[src/rtl/baud_tick_gen_frac_if.sv]
// Control/status bundle for the fractional baud tick generator.
// The host side drives the enable, restart and divisor signals; the generator drives the ticks.
interface baud_tick_gen_frac_if #(
  parameter int unsigned INT_W  = 8,
  parameter int unsigned FRAC_W = 4
);
  logic              en;
  logic              restart;
  logic [INT_W-1:0]  div_int;
  logic [FRAC_W-1:0] div_frac;
  logic              div_load;
  logic              tick;
  logic              mid_tick;
  logic              bit_tick;
  logic              pending;

  modport master (
    output en, restart, div_int, div_frac, div_load,
    input  tick, mid_tick, bit_tick, pending
  );

  modport slave (
    input  en, restart, div_int, div_frac, div_load,
    output tick, mid_tick, bit_tick, pending
  );
endinterface

[src/rtl/baud_tick_gen_frac.sv]
// Fractional baud tick generator: period = div_int + div_frac/2^FRAC_W clocks, with
// oversample phase, mid-bit/bit-boundary ticks and a shadowed divisor update.
module baud_tick_gen_frac #(
  parameter int unsigned INT_W    = 8,
  parameter int unsigned FRAC_W   = 4,
  parameter int unsigned OVS      = 16,
  parameter int unsigned DEF_INT  = 27,
  parameter int unsigned DEF_FRAC = 0
) (
  input logic                 clk,
  input logic                 reset,
  baud_tick_gen_frac_if.slave bus
);

  localparam int unsigned PH_W = (OVS > 2) ? $clog2(OVS) : 1;

  logic [INT_W-1:0]  cnt;
  logic [FRAC_W-1:0] acc;
  logic              c;
  logic [PH_W-1:0]   ph;
  logic [INT_W-1:0]  act_int;
  logic [FRAC_W-1:0] act_frac;
  logic [INT_W-1:0]  sh_int;
  logic [FRAC_W-1:0] sh_frac;
  logic              pend;

  logic [INT_W-1:0]  ie;
  logic [INT_W:0]    last;
  logic              hit;
  logic              tick;
  logic              ph_last;
  logic              apply;

  // Divisor 0 behaves as 1; the carry stretches this period by one clock.
  always_comb begin
    ie      = (act_int == '0) ? INT_W'(1) : act_int;
    last    = ({1'b0, ie} - (INT_W+1)'(1)) + (INT_W+1)'(c);
    hit     = ({1'b0, cnt} == last);
    tick    = bus.en & ~reset & ~bus.restart & hit;
    ph_last = (ph == PH_W'(OVS - 1));
    apply   = tick | ~bus.en | bus.restart;
  end

  assign bus.tick     = tick;
  assign bus.mid_tick = tick & (ph == PH_W'(OVS/2 - 1));
  assign bus.bit_tick = tick & ph_last;
  assign bus.pending  = pend & ~reset;

  always_ff @(posedge clk) begin
    if (reset) begin
      cnt      <= '0;
      acc      <= '0;
      c        <= 1'b0;
      ph       <= '0;
      act_int  <= INT_W'(DEF_INT);
      act_frac <= FRAC_W'(DEF_FRAC);
      sh_int   <= '0;
      sh_frac  <= '0;
      pend     <= 1'b0;
    end else begin
      if (bus.restart) begin
        cnt <= '0;
        acc <= '0;
        c   <= 1'b0;
        ph  <= '0;
      end else if (bus.en) begin
        if (tick) begin
          cnt      <= '0;
          {c, acc} <= {1'b0, acc} + {1'b0, act_frac};
          ph       <= ph_last ? '0 : ph + PH_W'(1);
        end else begin
          cnt <= cnt + INT_W'(1);
        end
      end

      // A load landing in an apply cycle bypasses the shadow so it is never lost.
      if (apply) begin
        if (bus.div_load) begin
          act_int  <= bus.div_int;
          act_frac <= bus.div_frac;
        end else if (pend) begin
          act_int  <= sh_int;
          act_frac <= sh_frac;
        end
        pend <= 1'b0;
      end else if (bus.div_load) begin
        sh_int  <= bus.div_int;
        sh_frac <= bus.div_frac;
        pend    <= 1'b1;
      end
    end
  end

endmodule

[src/flat_wrapper.sv]
// flat-port wrapper written by rule: the top's interface ports become plain ports
module baud_tick_gen_frac_flat 
#(
  parameter int unsigned INT_W    = 8,
  parameter int unsigned FRAC_W   = 4,
  parameter int unsigned OVS      = 16,
  parameter int unsigned DEF_INT  = 27,
  parameter int unsigned DEF_FRAC = 0
)
  (clk, reset, bus_en, bus_restart, bus_div_int, bus_div_frac, bus_div_load, bus_tick, bus_mid_tick, bus_bit_tick, bus_pending);
  baud_tick_gen_frac_if #(.INT_W(INT_W), .FRAC_W(FRAC_W)) bus_i ();
  input logic clk;
  input logic reset;
  input wire logic [$bits(bus_i.en)-1:0] bus_en;
  input wire logic [$bits(bus_i.restart)-1:0] bus_restart;
  input wire logic [$bits(bus_i.div_int)-1:0] bus_div_int;
  input wire logic [$bits(bus_i.div_frac)-1:0] bus_div_frac;
  input wire logic [$bits(bus_i.div_load)-1:0] bus_div_load;
  output wire logic [$bits(bus_i.tick)-1:0] bus_tick;
  output wire logic [$bits(bus_i.mid_tick)-1:0] bus_mid_tick;
  output wire logic [$bits(bus_i.bit_tick)-1:0] bus_bit_tick;
  output wire logic [$bits(bus_i.pending)-1:0] bus_pending;
  assign bus_i.en = bus_en;
  assign bus_i.restart = bus_restart;
  assign bus_i.div_int = bus_div_int;
  assign bus_i.div_frac = bus_div_frac;
  assign bus_i.div_load = bus_div_load;
  assign bus_tick = bus_i.tick;
  assign bus_mid_tick = bus_i.mid_tick;
  assign bus_bit_tick = bus_i.bit_tick;
  assign bus_pending = bus_i.pending;
  baud_tick_gen_frac #(.INT_W(INT_W), .FRAC_W(FRAC_W), .OVS(OVS), .DEF_INT(DEF_INT), .DEF_FRAC(DEF_FRAC)) u_core (.clk(clk), .reset(reset), .bus(bus_i));
endmodule
[config.mk]
export PLATFORM = sky130hd
export DESIGN_NAME = baud_tick_gen_frac_flat
export DESIGN_NICKNAME = d
export VERILOG_FILES = /design/src/rtl/baud_tick_gen_frac_if.sv /design/src/rtl/baud_tick_gen_frac.sv /design/src/flat_wrapper.sv
export SDC_FILE = /design/constraint.sdc
export NUM_CORES = 1
export LEC_CHECK = 0
export ABC_CLOCK_PERIOD_IN_PS = 8240
export CAP_MARGIN = 40
export CORE_ASPECT_RATIO = 1.5
export CORE_MARGIN = 3
export CORE_UTILIZATION = 62
export CTS_CLUSTER_SIZE = 40
export DETAILED_ROUTE_END_ITERATION = 10
export GPL_ROUTABILITY_DRIVEN = 1
export PLACE_DENSITY_LB_ADDON = 0.08
export SYNTH_ARGS = -nofsm -noshare
export SYNTH_HDL_FRONTEND = slang
export SYNTH_SLANG_ARGS = --single-unit
[constraint.sdc]
create_clock -name clk -period 8.24 [get_ports clk]
set_input_delay 0.824 -clock clk [delete_from_list [all_inputs] [get_ports clk]]
set_output_delay 0.824 -clock clk [all_outputs]
set_load 0.05 [all_outputs]
==> flow_metrics.tcl, run 1 <==
set metrics [dict create \
    status "finished clean" \
    timing.rr.end "u_core.act_frac[1]" \
    cts-root-buf "clkbuf_8" \
    cap_violations 0 \
    syn_area_um2 2430 \
    grt_pass1_vias 1904 \
    startpoint_type "flop" \
    reg2reg_depth 11 \
    post-route-period-util_pct 58.3 \
    coreArea_um2 3720 \
    synth-edff-count 0 \
    cp-end-kind "primary output" \
    cts_made_buffers 5 \
    yosysTopAreaCell "dfxtp_1" \
    antenna_left 0 \
    rows 27 \
    vias_per_cell 6.20 \
    cts_setup_buffers 0 \
    placed_cells 319 \
    ys_seq_elements 42 \
    worst-path-max-fanout 6 \
    cts.sinks 42 \
    maxSlewViolCount 0 \
    overflow 0 \
    seq_area_um2 841 \
    reg2reg_slack_ns 4.40 \
    fin_crit_ns 4.80 \
    hold_viol_final 0 \
    synthToLayoutAreaGrowth_pct 11.4 \
    cp-endpoint "bus_mid_tick" \
    avgSynthCellArea_um2 8.91 \
    finalSetupViolCount 0 \
    final_nets 309 \
    synth.distinct_cells 49 \
    die_area_um2 4730 \
    cp_slowest_stage_delay_ns 0.82 \
    cpMaxStageDelayCell "clkdlybuf4s50_1" \
    syn-num-nets 299 \
    io_buffers 20 \
    worstHoldPathType "reg -> reg" \
    ctsHoldBuffers 0 \
    critical_path.cell_chain "or4_1, nor4_1, nor2_1, ha_1, ha_1, xnor2_1, or4_4, nor4_1, nand2_1, nor3_1, clkdlybuf4s50_1" \
    multi_input_area_um2 1460 \
    cp-startpoint "u_core.act_int[4]" \
    fmax_mhz 208 \
    wl_met1_um 2210 \
    ctsResizeCount 0 \
    total_leakage_power_nw 0.985 \
    drive_gt1_share_pct 8.80 \
    avgRoutedWirePerCell_um 15.9 \
    grtUsageTotal_pct 23.5 \
    path_class "reg -> out" \
    pin_count 21 \
    fin_worst_skew_ns 0.00701 \
    grt_pass1_wl_um 8670 \
    clk_path_buf_depth 2 \
    start_util_pct 65.5 \
    cts_tree "yes" \
    seq_area_frac_synth_pct 34.6 \
    fin_cells 327 \
    worstPathRequired_ns 7.42 \
    vias 2026 \
    synthArstFlopShare_pct 0 \
    drc 0 \
    slew_headroom_pct 56.3 \
    drt_iter0_drc 101 \
    antenna_found_initial 0 \
    dp_hpwl_um 3610 \
    p_per_area_nw_per_um2 152 \
    rsz0062_at_grt "no" \
    ys.flop_type "dfxtp_1" \
    cts_htree_levels 2 \
    clkSlewWorstSetupHoldPaths_ns 0.07 \
    dr_wl_met2_um 2740 \
    whs_ns 0.475 \
    antenna_cells 0 \
    r2r-start "u_core.act_int[4]" \
    grt_max_degree 33 \
    synth_area_leaders "dfxtp_1, mux2i_1, a21oi_1, ha_1, nand4_1" \
    synthesis.instances 273 \
    tightest_slew_ns 0.656 \
    cp.arrival_ns 3.98 \
    die_h_um 82.7 \
    fillCellCount 301 \
    finalSetupTns_ns 0 \
    top_layer "met4" \
    wl_met3_um 114 \
    wirelength_um 5190 \
    die_w_um 57.2 \
    synth_top_area_share_pct 34.6 \
    clk_latency_ns 0.30 \
    dr.pass1.iters 4 \
    yosys_warnings 0 \
    place.gp.congestion 0.876 \
    ir_worst_vdd_mv 0.145 \
]
[how the worst min path moves through the flow]
stage / cells after the start / end / slack, ns / startpoint
finish: 2 / u_core.sh_int[0] / 0.47 / u_core.sh_int[0]
global route: 2 / u_core.sh_int[0] / 0.48 / u_core.sh_int[0]
CTS: 2 / u_core.sh_int[0] / 0.48 / u_core.sh_int[0]
detailed placement: 2 / u_core.sh_int[0] / 0.46 / u_core.sh_int[0]
global placement: 2 / u_core.sh_frac[1] / 0.45 / u_core.sh_frac[1]
floorplan: 2 / u_core.sh_int[0] / 0.44 / u_core.sh_int[0]
[cell usage after synthesis, types with 3 or more instances]
cell	count
o31ai_1	12
xnor2_1	9
buf_2	4
a21o_1	3
nor4_1	3
ha_1	8
dfxtp_1	42
nand4_1	16
o21ai_0	8
clkbuf_1	13
nand2_1	8
nor2b_1	7
a21oi_1	26
nand3_1	5
xor2_1	8
inv_1	9
nor2_1	24
mux2i_1	15
a211oi_2	3
a211oi_1	6
or3_1	8
[metrics by stage]
stage | total power, mW | area (um^2) | setup slack [ns] | utilization (%)
2_1_floorplan | 0.258 | 2430 | 3.80 | -
3_3_place_gp | 0.274 | 2600 | 3.78 | 70.0
3_5_place_dp | 0.275 | 2620 | 3.75 | 70.5
4_1_cts | 0.414 | 2710 | 3.42 | 72.9
5_1_grt | 0.427 | 2710 | 3.22 | 72.9
6_report | 0.412 | 2710 | 3.44 | 72.9
[final cells by class]
cell class                      instances  share of cell area (%)
Inverter                                9                    1.25
Tap cell                               43                    1.99
Clock buffer                            7                    3.19
Sequential cell                        42                    31.0
Timing Repair Buffer                   24                    8.63
Multi-Input combinational cell        201                    53.7
Clock inverter                          1                   0.185
[metal layers]
layer | vias to the layer above | global-route usage (%)
met1 | 976 | 28.8
met2 | 24 | 39.1
li1 | 1016 | -
met4 | 0 | 11.6
met3 | 10 | 4.51
met5 | - | 0
[flip-flops by register name (all words and copies together) (netlist names)]
signal,count
u_core.act_int,8
u_core.pend,1
u_core.ph,4
u_core.cnt,8
u_core.acc,4
u_core.sh_int,8
u_core.sh_frac,4
u_core.act_frac,4
u_core.c,1
[placed cells by master, fill, tap and decap left out, types with 3 or more instances in the layout]
| cell type | count |
|---|---|
| a211oi_1 | 6 |
| a211oi_2 | 3 |
| a21o_1 | 3 |
| a21oi_1 | 26 |
| buf_4 | 3 |
| clkbuf_8 | 6 |
| clkdlybuf4s50_1 | 20 |
| dfxtp_1 | 42 |
| ha_1 | 8 |
| inv_1 | 9 |
| mux2i_1 | 15 |
| nand2_1 | 8 |
| nand3_1 | 5 |
| nand4_1 | 16 |
| nor2_1 | 24 |
| nor2b_1 | 7 |
| nor4_1 | 3 |
| o21ai_0 | 8 |
| o31ai_1 | 12 |
| or3_1 | 8 |
| xnor2_1 | 9 |
| xor2_1 | 8 |
[critical path, delay by kind of cell, from the launching register on]
family                     cells  cell delay [ns]
buffers and inverters          1             0.82
xor gates and xnor gates       1             0.12
adders and majority gates      2             0.47
and+or+nand+nor                7             1.89
DFF                            1             0.36
[cell families (layout without fill, tap and decap cells)]
| logic type | after synthesis | after routing | share of synthesized area, % |
|---|---|---|---|
| buf+inv | 30 | 41 | 5.60 |
| fa+ha+maj | 9 | 9 | 4.94 |
| mux | 16 | 16 | 6.63 |
| xor+xnor | 17 | 17 | 6.12 |
| simple gates | 90 | 90 | 21.4 |
| flops | 42 | 42 | 34.6 |
| compound gates | 69 | 69 | 20.8 |
[report_power, final]
group	switching, mW	internal [mW]	leakage [nW]
clock	0.0727	0.0677	0.0482
sequential	0.00633	0.209	0.341
combinational	0.0303	0.0254	0.595
total	0.109	0.302	0.985
No activity file was read; power rests on OpenSTA's default activity.
==> run 2, diff against run 1 <==
--- a/config.mk
+++ b/config.mk
@@ -5,11 +5,11 @@
 export SDC_FILE = /design/constraint.sdc
 export NUM_CORES = 1
 export LEC_CHECK = 0
-export ABC_CLOCK_PERIOD_IN_PS = 8240
+export ABC_CLOCK_PERIOD_IN_PS = 3900
 export CAP_MARGIN = 40
 export CORE_ASPECT_RATIO = 1.5
 export CORE_MARGIN = 3
-export CORE_UTILIZATION = 62
+export CORE_UTILIZATION = 52
 export CTS_CLUSTER_SIZE = 40
 export DETAILED_ROUTE_END_ITERATION = 10
 export GPL_ROUTABILITY_DRIVEN = 1
==> constraint.sdc (replaced) <==
create_clock -name clk -period 3.9 [get_ports clk]
set_input_delay 0.39 -clock clk [delete_from_list [all_inputs] [get_ports clk]]
set_output_delay 0.39 -clock clk [all_outputs]
set_load 0.05 [all_outputs]
==> run 2 against run 1 <==
Effect of this change: power up 110%; critical endpoint unchanged; largest power group unchanged; flip-flop and latch count unchanged; routed wire length down 0.37%; worst hold slack worse by 0.0036 ns; core utilization down 9.1 points.
==> flow_metrics.tcl, run 2 (synthesis gave the netlist of run 1 again) <==
set metrics [dict create \
    coreArea_um2 4350 \
    drt_iter0_drc 108 \
    startpoint_type "flop" \
    fin_total_pwr_uw 861 \
    tightest_slew_ns 0.723 \
    combPwrFrac_pct 13.8 \
    grt_pass1_wl_um 8780 \
    antenna_cells 0 \
    grtUsageMet2_pct 31.7 \
    drc 0 \
    post-route-period-util_pct 95.7 \
    dr.pass1.iters 4 \
    power_switching_uw 221 \
    use_met1_pct 26.0 \
    cp-end-kind "primary output" \
    pwr-share-seq_pct 53.0 \
    reg2reg_depth 12 \
    antenna_found_initial 0 \
    rsz0062_at_grt "no" \
    grt_pass1_vias 1926 \
    layout_common_cells "dfxtp_1, a21oi_1, nor2_1, clkdlybuf4s50_1, nand4_1" \
    final_common_cell "dfxtp_1" \
    die_area_um2 5550 \
    finalSetupTns_ns 0 \
    wirelength_um 5170 \
    hold-path-cell-count 2 \
    drive_gt1_share_pct 12.6 \
    die_w_um 61.9 \
    cts_tree "yes" \
    avgRoutedWirePerCell_um 15.6 \
    cts_made_buffers 5 \
    p_clk_share_pct 33.2 \
    fin_worst_skew_ns 0.00683 \
    start_util_pct 55.9 \
    cts.sinks 42 \
    io_buffers 20 \
    worst-path-max-fanout 6 \
    p_sw_share_pct 25.6 \
    grtUsageTotal_pct 20.0 \
    die_h_um 89.8 \
    cap_violations 0 \
    status "finished clean" \
    vias 2022 \
    finalSetupViolCount 0 \
    clk_path_buf_depth 2 \
    cts-root-buf "clkbuf_8" \
    antenna_left 0 \
    total_leakage_power_nw 1.01 \
    maxSlewViolCount 0 \
    grt_use_met3_pct 3.58 \
    ir_worst_vdd_mv 0.211 \
    cts_htree_levels 2 \
    synthToLayoutAreaGrowth_pct 14.2 \
    internal_power_uw 640 \
    hold_viol_final 0 \
    reg_top3 "u_core.act_int (8), u_core.cnt (8), u_core.sh_int (8)" \
    fin_crit_ns 3.73 \
    pin_count 21 \
    vias_per_cell 6.09 \
    clkSlewWorstSetupHoldPaths_ns 0.08 \
    path_class "reg -> out" \
    overflow 0 \
    cp.arrival_ns 3.34 \
    slew_headroom_pct 51.7 \
    final_nets 311 \
    worstHoldPathType "reg -> reg" \
    worstPathRequired_ns 3.51 \
    clk_latency_ns 0.29 \
    grt_max_degree 32 \
    rows 29 \
    fmax_mhz 268 \
    dp_hpwl_um 3750 \
    p_per_area_nw_per_um2 310 \
    place.gp.congestion 0.842 \
    grt_busiest_layer "met2" \
    cts_setup_buffers 0 \
]
-- run 2: changes by cell type in the layout (fill, tap and decap cells not counted), sizes merged --
cell,before,now
buf,4,9
clkdlybuf4s50,20,17
-- run 2: routing by layer --
layer	vias up	share of wire [%]
li1	1019	-
met1	956	43
met2	34	51
met3	13	2.8
met4	0	2.7
met5	-	0
-- run 2: final cells by class --
| class | count | area [um^2] |
|---|---|---|
| clock inverters | 1 | 5.00 |
| clock buffers | 7 | 86.3 |
| well taps | 46 | 57.6 |
| flip-flops and latches | 42 | 842 |
| multi-input cells | 201 | 1480 |
| fillers | 387 | 1570 |
| repair buffers | 26 | 275 |
| inverters | 9 | 33.8 |
-- run 2: worst paths after layout --
path	startpoint	to	slack, ns
setup / recovery	u_core.act_int[4]	bus_mid_tick	0.17
hold / removal	u_core.sh_int[0]	u_core.sh_int[0]	0.47
setup reg to reg	u_core.act_int[4]	u_core.sh_int[2]	0.30
hold reg to reg	u_core.sh_int[0]	u_core.sh_int[0]	0.47
-- run 2: worst max-delay path, cell delays in order, from the launching register on --
cell     delay (ns)
dfxtp_1        0.37
or4_4          0.56
nor4_2         0.14
nor2_1         0.07
ha_1           0.20
ha_1           0.29
xnor2_1        0.13
or4_4          0.49
nor4_2         0.27
nand2_1        0.17
nor3_2         0.20
buf_12         0.17
-- run 2: timing repair --
action	in CTS	in global routing
resized for setup	0	5
hold buffers	0	0
setup endpoints to repair	0	4
-- run 2: power by group through the flow --
stage	logic, mW	clock network [mW]	registers [mW]
finish	0.119	0.285	0.456
global route	0.131	0.311	0.458
CTS	0.118	0.296	0.455
detailed placement	0.117	0	0.465
global placement	0.116	0	0.465
floorplan	0.0846	0	0.461
-- run 2: per-stage QoR --
step / setup slack, ns / area (um^2) / hold WS [ns] / util, % / instances
detailed placement: 0.284 / 2670 / 0.461 / 61.3 / 324
global route: 0.0240 / 2780 / 0.489 / 63.9 / 332
global placement: 0.339 / 2670 / 0.450 / 61.3 / 324
floorplan: 0.304 / 2440 / 0.444 / - / 273
finish: 0.167 / 2780 / 0.471 / 63.9 / 332
CTS: 0.0421 / 2760 / 0.472 / 63.4 / 332
==> run 3, diff against run 2 <==
--- a/config.mk
+++ b/config.mk
@@ -9,7 +9,7 @@
 export CAP_MARGIN = 40
 export CORE_ASPECT_RATIO = 1.5
 export CORE_MARGIN = 3
-export CORE_UTILIZATION = 52
+export CORE_UTILIZATION = 45
 export CTS_CLUSTER_SIZE = 40
 export DETAILED_ROUTE_END_ITERATION = 10
 export GPL_ROUTABILITY_DRIVEN = 1
==> run 3 against run 2 <==
Effect of this change: critical path depth rose by 1; clock-buffer cell count stayed put; critical path type unchanged; non-clock buffer count grew 1; setup slack gained 0.068 ns; fmax rose by 1.8%; power fell by 2.2%; sequential power about the same; clock skew about the same; die area up 14%.
==> flow_metrics.tcl, run 3 (synthesis gave the netlist of run 1 again) <==
set metrics [dict create \
    fin_worst_skew_ns 0.00682 \
    layout_common_cells "dfxtp_1, a21oi_1, nor2_1, clkdlybuf4s50_1, nand4_1" \
    slew_headroom_pct 54.6 \
    grt_pass1_vias 1889 \
    grt_max_degree 32 \
    antenna_found_initial 0 \
    cts_htree_levels 2 \
    clk_latency_ns 0.30 \
    io_buffers 20 \
    r2r-start "u_core.act_int[4]" \
    drive_gt1_share_pct 12.6 \
    path_delay_family "simple AND/OR/NAND/NOR gates" \
    reg2reg_slack_ns 0.32 \
    cp_slowest_stage_delay_ns 0.58 \
    vias 2035 \
    timing.critical_path.buf_inv 2 \
    antenna_cells 0 \
    tightest_slew_ns 0.679 \
    timing.rr.end "u_core.ph[2]" \
    finalSetupViolCount 0 \
    placed_cells 347 \
    whs_ns 0.465 \
    final_nets 312 \
    path_class "reg -> out" \
    dr.pass1.iters 5 \
    worstHoldPathType "reg -> reg" \
    grt_use_met3_pct 3.62 \
    pin_count 21 \
    dp_hpwl_um 3820 \
    grt_pass1_wl_um 8920 \
    wirelength_um 5310 \
    drt_iter0_drc 90 \
    cts_setup_buffers 0 \
    hold-path-cell-count 2 \
    grtUsageMet2_pct 32.8 \
    cp.arrival_ns 3.27 \
    cts.sinks 42 \
    worstPathRequired_ns 3.51 \
    total_leakage_power_nw 1.01 \
    die_w_um 66.0 \
    cts-root-buf "clkbuf_8" \
    maxSlewViolCount 0 \
    grtUsageTotal_pct 18.4 \
    cap_violations 0 \
    clk_path_buf_depth 2 \
    post-route-period-util_pct 94.0 \
    coreArea_um2 5200 \
    fmax_mhz 273 \
    rsz0062_at_grt "no" \
    vias_per_cell 5.75 \
    place.gp.congestion 0.783 \
    fin_cells 354 \
    cts_made_buffers 5 \
    cts_tree "yes" \
    overflow 0 \
    use_met1_pct 21.5 \
    final_common_cell "dfxtp_1" \
    critical_path.cell_chain "or4_4, nor4_2, nor2_1, ha_1, ha_1, nor3b_1, and2_1, a211oi_2, nor4_4, nand2_2, inv_1, buf_12" \
    fin_crit_ns 3.66 \
    synthToLayoutAreaGrowth_pct 15.8 \
    cpMostUsedCell "ha_1" \
    avgRoutedWirePerCell_um 15.0 \
    cpMaxStageDelayCell "a211oi_2" \
    startpoint_type "flop" \
    die_h_um 96.1 \
    hold_viol_final 0 \
    p_per_area_nw_per_um2 299 \
    reg_top3 "u_core.act_int (8), u_core.cnt (8), u_core.sh_int (8)" \
    die_area_um2 6340 \
    min-delay-start "u_core.sh_int[4]" \
    rows 32 \
    grt_busiest_layer "met2" \
    antenna_left 0 \
    cp-end-kind "primary output" \
    reg2reg_depth 11 \
    worst-path-max-fanout 6 \
    min_to "u_core.sh_int[4]" \
    start_util_pct 46.8 \
    finalSetupTns_ns 0 \
    status "finished clean" \
    drc 0 \
    ir_worst_vdd_mv 0.186 \
    clkSlewWorstSetupHoldPaths_ns 0.07 \
]
-- run 3: final cells by class --
cell class | count | area, um^2
Multi-Input combinational cell | 201 | 1500
Sequential cell | 42 | 842
Inverter | 9 | 33.8
Fill cell | 503 | 2390
Clock buffer | 7 | 76.3
Timing Repair Buffer | 27 | 283
Tap cell | 68 | 85.1
-- run 3: timing repair --
item | 4_1_cts | 5_1_grt
hold buffers | 0 | 0
endpoints found under the setup margin | 0 | 3
resized for setup | 0 | 8
-- run 3: worst max path at each step --
stage / depth (start not counted) / startpoint / end
final: 12 / u_core.act_int[4] / bus_tick
after CTS: 11 / u_core.act_int[4] / bus_mid_tick
after detailed placement: 11 / u_core.act_int[4] / u_core.act_frac[1]
after global routing: 11 / u_core.act_int[4] / bus_bit_tick
after floorplan: 10 / u_core.act_int[4] / bus_bit_tick
after global placement: 11 / u_core.act_int[4] / u_core.act_frac[1]
-- run 3: report_power, final --
part / switching [mW] / leakage, nW / internal, mW
combinational: 0.0651 / 0.626 / 0.0549
clock: 0.142 / 0.0383 / 0.123
sequential: 0.0139 / 0.342 / 0.442
total: 0.221 / 1.01 / 0.620
-- run 3: worst reg2reg max path: stages, from the launching register on --
cell and delay (ns):
dfxtp_1 0.36, or4_4 0.56, nor4_2 0.15, nor2_1 0.08, ha_1 0.19, ha_1 0.29, xnor2_1 0.12, or4_4 0.50
nand4b_4 0.24, a2111o_1 0.54, or3_1 0.34, a21oi_1 0.14
-- run 3: metal layers --
metal / part of all wire [%] / up-vias
met2: 52 / 20
met5: 0 / -
met3: 2.4 / 8
li1: - / 1017
met1: 44 / 990
met4: 1.5 / 0
-- run 3: stage by stage --
stage / power (mW) / setup slack [ns] / util (%) / cell area [um^2]
global placement: 0.582 / 0.337 / 51.9 / 2700
global route: 0.883 / 0.0224 / 54.1 / 2820
floorplan: 0.545 / 0.304 / - / 2440
CTS: 0.849 / 0.0422 / 53.4 / 2780
detailed placement: 0.583 / 0.307 / 51.9 / 2700
finish: 0.841 / 0.235 / 54.1 / 2820
